===== config.mk =====
export PLATFORM = sky130hd
export DESIGN_NAME = stream_decrypt_engine
export DESIGN_NICKNAME = d
export VERILOG_FILES = /design/src/rtl/stream_decrypt_engine.sv
export SDC_FILE = /design/constraint.sdc
export NUM_CORES = 1
export LEC_CHECK = 0
export BUFFER_PORTS_ARGS = -buffer_cell sky130_fd_sc_hd__buf_2
export CAP_MARGIN = 20
export CELL_PAD_IN_SITES_DETAIL_PLACEMENT = 2
export CELL_PAD_IN_SITES_GLOBAL_PLACEMENT = 2
export CORE_ASPECT_RATIO = 2
export CORE_MARGIN = 2
export CORE_UTILIZATION = 25
export CTS_CLUSTER_SIZE = 12
export DETAILED_ROUTE_END_ITERATION = 8
export PLACE_DENSITY_LB_ADDON = 0.2
export RECOVER_POWER = 100
export SETUP_SLACK_MARGIN = 0.4
export SYNTH_ARGS = -nofsm -noshare
export SYNTH_HDL_FRONTEND = slang
export SYNTH_SLANG_ARGS = --single-unit

===== constraint.sdc =====
create_clock -name i_w_clk -period 11.8 [get_ports i_w_clk]
set_input_delay 1.18 -clock i_w_clk [delete_from_list [all_inputs] [get_ports i_w_clk]]
set_output_delay 1.18 -clock i_w_clk [all_outputs]
set_load 0.1 [all_outputs]

===== src/rtl/stream_decrypt_engine.sv =====
// Symbol-stream add/subtract cipher with a reloadable repeating key.
// One output register with pass-through backpressure; the key index restarts on every message end.
module stream_decrypt_engine #(
  parameter int unsigned p_data_width    = 8,
  parameter int unsigned p_secret_length = 6
) (
  input  logic                                    i_w_clk,
  input  logic                                    i_w_rst_n,
  input  logic [p_secret_length*p_data_width-1:0] i_w_secret,
  input  logic                                    i_w_load,
  input  logic                                    i_w_mode,
  input  logic                                    i_w_valid,
  input  logic [p_data_width-1:0]                 i_w_data,
  input  logic                                    i_w_last,
  output logic                                    o_r_ready,
  output logic                                    o_r_valid,
  output logic [p_data_width-1:0]                 o_r_data,
  output logic                                    o_r_last,
  input  logic                                    i_w_ready,
  output logic                                    o_r_keyed
);

  localparam int unsigned KeyW = p_secret_length * p_data_width;
  localparam int unsigned IdxW = (p_secret_length > 1) ? $clog2(p_secret_length) : 1;
  localparam logic [IdxW-1:0] IdxMax = IdxW'(p_secret_length - 1);

  typedef enum logic {StNoKey, StRun} state_e;

  state_e                  r_state;
  logic [KeyW-1:0]         r_key;
  logic [IdxW-1:0]         r_idx;
  logic [p_data_width-1:0] w_key_sym;
  logic [p_data_width-1:0] w_result;
  logic                    w_in_xfer;
  logic                    w_out_xfer;

  // Symbol 0 lives in the MSBs of the key word.
  always_comb begin
    w_key_sym = '0;
    for (int i = 0; i < int'(p_secret_length); i++) begin
      if (r_idx == IdxW'(i)) begin
        w_key_sym = r_key[(int'(p_secret_length) - 1 - i)*int'(p_data_width) +: p_data_width];
      end
    end
  end

  assign w_result   = i_w_mode ? (i_w_data + w_key_sym) : (i_w_data - w_key_sym);
  assign o_r_ready  = (r_state == StRun) && !i_w_load && (!o_r_valid || i_w_ready);
  assign w_in_xfer  = i_w_valid && o_r_ready;
  assign w_out_xfer = o_r_valid && i_w_ready;

  always_ff @(posedge i_w_clk or negedge i_w_rst_n) begin
    if (!i_w_rst_n) begin
      r_state   <= StNoKey;
      r_key     <= '0;
      r_idx     <= '0;
      o_r_valid <= 1'b0;
      o_r_data  <= '0;
      o_r_last  <= 1'b0;
      o_r_keyed <= 1'b0;
    end else begin
      unique case (r_state)
        StNoKey: begin
          if (i_w_load) begin
            r_key     <= i_w_secret;
            r_idx     <= '0;
            o_r_keyed <= 1'b1;
            r_state   <= StRun;
          end
        end
        StRun: begin
          if (w_out_xfer) begin
            o_r_valid <= 1'b0;
          end
          // A simultaneous input transfer overrides the clear above.
          if (w_in_xfer) begin
            o_r_valid <= 1'b1;
            o_r_data  <= w_result;
            o_r_last  <= i_w_last;
            r_idx     <= (i_w_last || (r_idx == IdxMax)) ? '0 : r_idx + 1'b1;
          end
          // A pending result is left alone so it drains under the old key.
          if (i_w_load) begin
            r_key     <= i_w_secret;
            r_idx     <= '0;
            o_r_keyed <= 1'b1;
          end
        end
        default: r_state <= StNoKey;
      endcase
    end
  end

endmodule

==> reports/metrics.cfg <==
[status]
outcome=finished, violations left
violations=max-capacitance violations, max-slew violations

[setup_path]
endpoint_kind=output port
arrival_ns=4.17
cp_max_fo=54
startpoint_type=input pin
path_class=input pin to output port
required_ns=10.62

[finish]
utilization_pct=30.9
syn2layout_area_growth_pct=21.9
ff_latch_area_um2=1580
multi_input_area_um2=1750
fin_nets=466
fillers=1534
finalNonFillerCells=582
drive_above_1_share_pct=34.9
antenna_cells=0

[placed_design]
dp_cells=567
gp_congestion=0.715
dp_hpwl_um=7770
io_buffer_count=74

[route]
vias=2669
wl_um=10100
drtIter0Drc=77
drc=0
avgViaCountPerCell=4.59
wl_per_cell_um=17.3
dr.pass1.iters=3
antenna_left=0

[clock_tree]
clk_pin_slew_ns=0.06
hold_buffers=0
clock_sinks=63
insertion_delay_ns=0.34
cts-resized-gates=0
clockBufferDepth=2
cts_setup_buffers=0
cts_tree=built
root_buffer=clkbuf_16
h-tree-depth=3
cts_buffers=9

[timing]
slew_headroom_pct=-141
finalCritPeriodShare_pct=45.4
grt_setup_unrepaired=no
fmax_mhz=187
finalSetupViolations=0
tightest_slew_ns=3.62
tns_ns=0
finalMaxSlewViolations=119
fin_crit_ns=5.35
hold_violations=0
skew_ns=0.00646

[grt]
grt_max_degree=64
antenna_found_initial=0
grt_pass1_wl_um=16200
first_global_vias=2995
grt_usage_pct=14.6
grt.overflow.total=0

[synth]
yosys.area.top_type=dfrtp_1
ys_seq_area_share_pct=45.1
yosysUniqueCellTypes=50
synth_cells=322
synth.avg_cell_area_um2=10.9
synth_most_common_cell=dfrtp_1
yosys_warnings=0
ys_seq_elements=63
synth_edf_count=0
synth_common_cells=dfrtp_1, mux2_2, nand2_1, a21oi_1, o21ai_0
synth-async-reset-ratio_pct=100
synth_top_flop_cell=dfrtp_1
synthTopCellsByArea=dfrtp_1, mux2_2, ha_1, nand2_1, a221oi_2
netlist.area_leader.share_pct=45.1
synth_fp_nets=399
syn_area_um2=3500

[flow_run]
drv_cap=2

[die]
core_region_area_um2=13800
initial_core_util_pct=25.3
ioPinCount=75
num_rows=61
fp.dieArea_um2=15000
die_x_um=87.6
die_y_um=171

[power_and_ir_drop]
p_total_w=0.000783
p_leak_nw=1.86
powerDensity_nw_per_um2=184
vdd_ir_drop_max_mv=0.0727

[hold_path]
min_path_type=flop to flop

==> power breakdown <==
part           internal (W)  total (W)  switching (W)  leakage (nW)
combinational     0.0000686   0.000246       0.000177         0.970
clock              0.000174   0.000274       0.000100         0.145
sequential         0.000246   0.000263      0.0000173         0.745
==> flip-flops by register name, indices dropped and copies added (netlist names) <==
signal	cells
r_key	48
o_r_data	8
r_idx	3
o_r_keyed	1
o_r_last	1
o_r_valid	1
r_state	1
==> cell usage in the layout (no fill, tap or decap), types with 5 or more instances in the layout <==
| cell type | netlist | routed |
|---|---|---|
| nor2_1 | 12 | 12 |
| xnor2_1 | 7 | 7 |
| inv_1 | 7 | 7 |
| clkbuf_16 | 0 | 9 |
| a221oi_2 | 6 | 5 |
| mux2_2 | 48 | 47 |
| buf_2 | 5 | 62 |
| o21ai_0 | 14 | 14 |
| nand3_1 | 5 | 5 |
| clkbuf_1 | 6 | 15 |
| nand2_1 | 38 | 38 |
| dfrtp_1 | 63 | 63 |
| a21oi_1 | 17 | 17 |
| nor2b_1 | 10 | 10 |
| nand3b_1 | 7 | 7 |
| ha_1 | 13 | 13 |
| a211oi_1 | 7 | 7 |
==> per-stage QoR <==
stage	setup WS (ns)	hold slack, ns	cell area, µm²
after global routing	6.12	0.499	4260
after detailed placement	6.89	0.455	3990
after global placement	7.18	0.452	3990
final	6.45	0.469	4260
after floorplan	6.93	0.473	3500
after CTS	6.87	0.467	4290
==> path summary, 6_finish.rpt <==
| path | startpoint | to | slack (ns) | cells after the start |
|---|---|---|---|---|
| setup / recovery | i_w_load | o_r_ready | 6.45 | 4 |
| hold / removal | o_r_keyed | o_r_keyed | 0.47 | 1 |
| setup reg to reg | r_idx[0] | o_r_data[7] | 6.77 | 16 |
| hold reg to reg | o_r_keyed | o_r_keyed | 0.47 | 1 |
| max in group asynchronous | i_w_rst_n | r_key[8] | 7.57 | 2 |
| min in group asynchronous | i_w_rst_n | o_r_valid | 2.17 | 2 |
==> cells by family (layout without fill, tap and decap cells) <==
kind of cell / Yosys count / count (layout) / share of synthesized area, %
and+or+nand+nor: 95 / 95 / 14.2
AOI/OAI and AO/OA: 64 / 64 / 13.0
DFF: 63 / 63 / 45.1
muxes: 48 / 48 / 15.5
buffers and inverters: 28 / 99 / 4.58
adders and majority gates: 14 / 14 / 5.22
xor gates and xnor gates: 10 / 10 / 2.50
==> final cells by class <==
| cell class | instances | area share [%] |
|---|---|---|
| Clock buffer | 12 | 6.02 |
| Tap cell | 189 | 5.55 |
| Inverter | 7 | 0.616 |
| Sequential cell | 63 | 37.0 |
| Clock inverter | 3 | 0.998 |
| Multi-Input combinational cell | 231 | 41.2 |
| Timing Repair Buffer | 77 | 8.69 |
==> metal layers <==
layer  track usage, %  up-vias  wire length (µm)
li1                 -     1272                 -
met1             15.8     1332              3690
met2             26.7       50              5820
met3             2.74       15               316
met4             6.35        0               261
met5                0        -                 0
==> worst max-delay path, stage by stage <==
cell and delay, ns:
buf_2 0.08, clkbuf_1 2.04, nor3b_1 0.25, clkbuf_1 0.62
(Power assumes the default switching activity.)
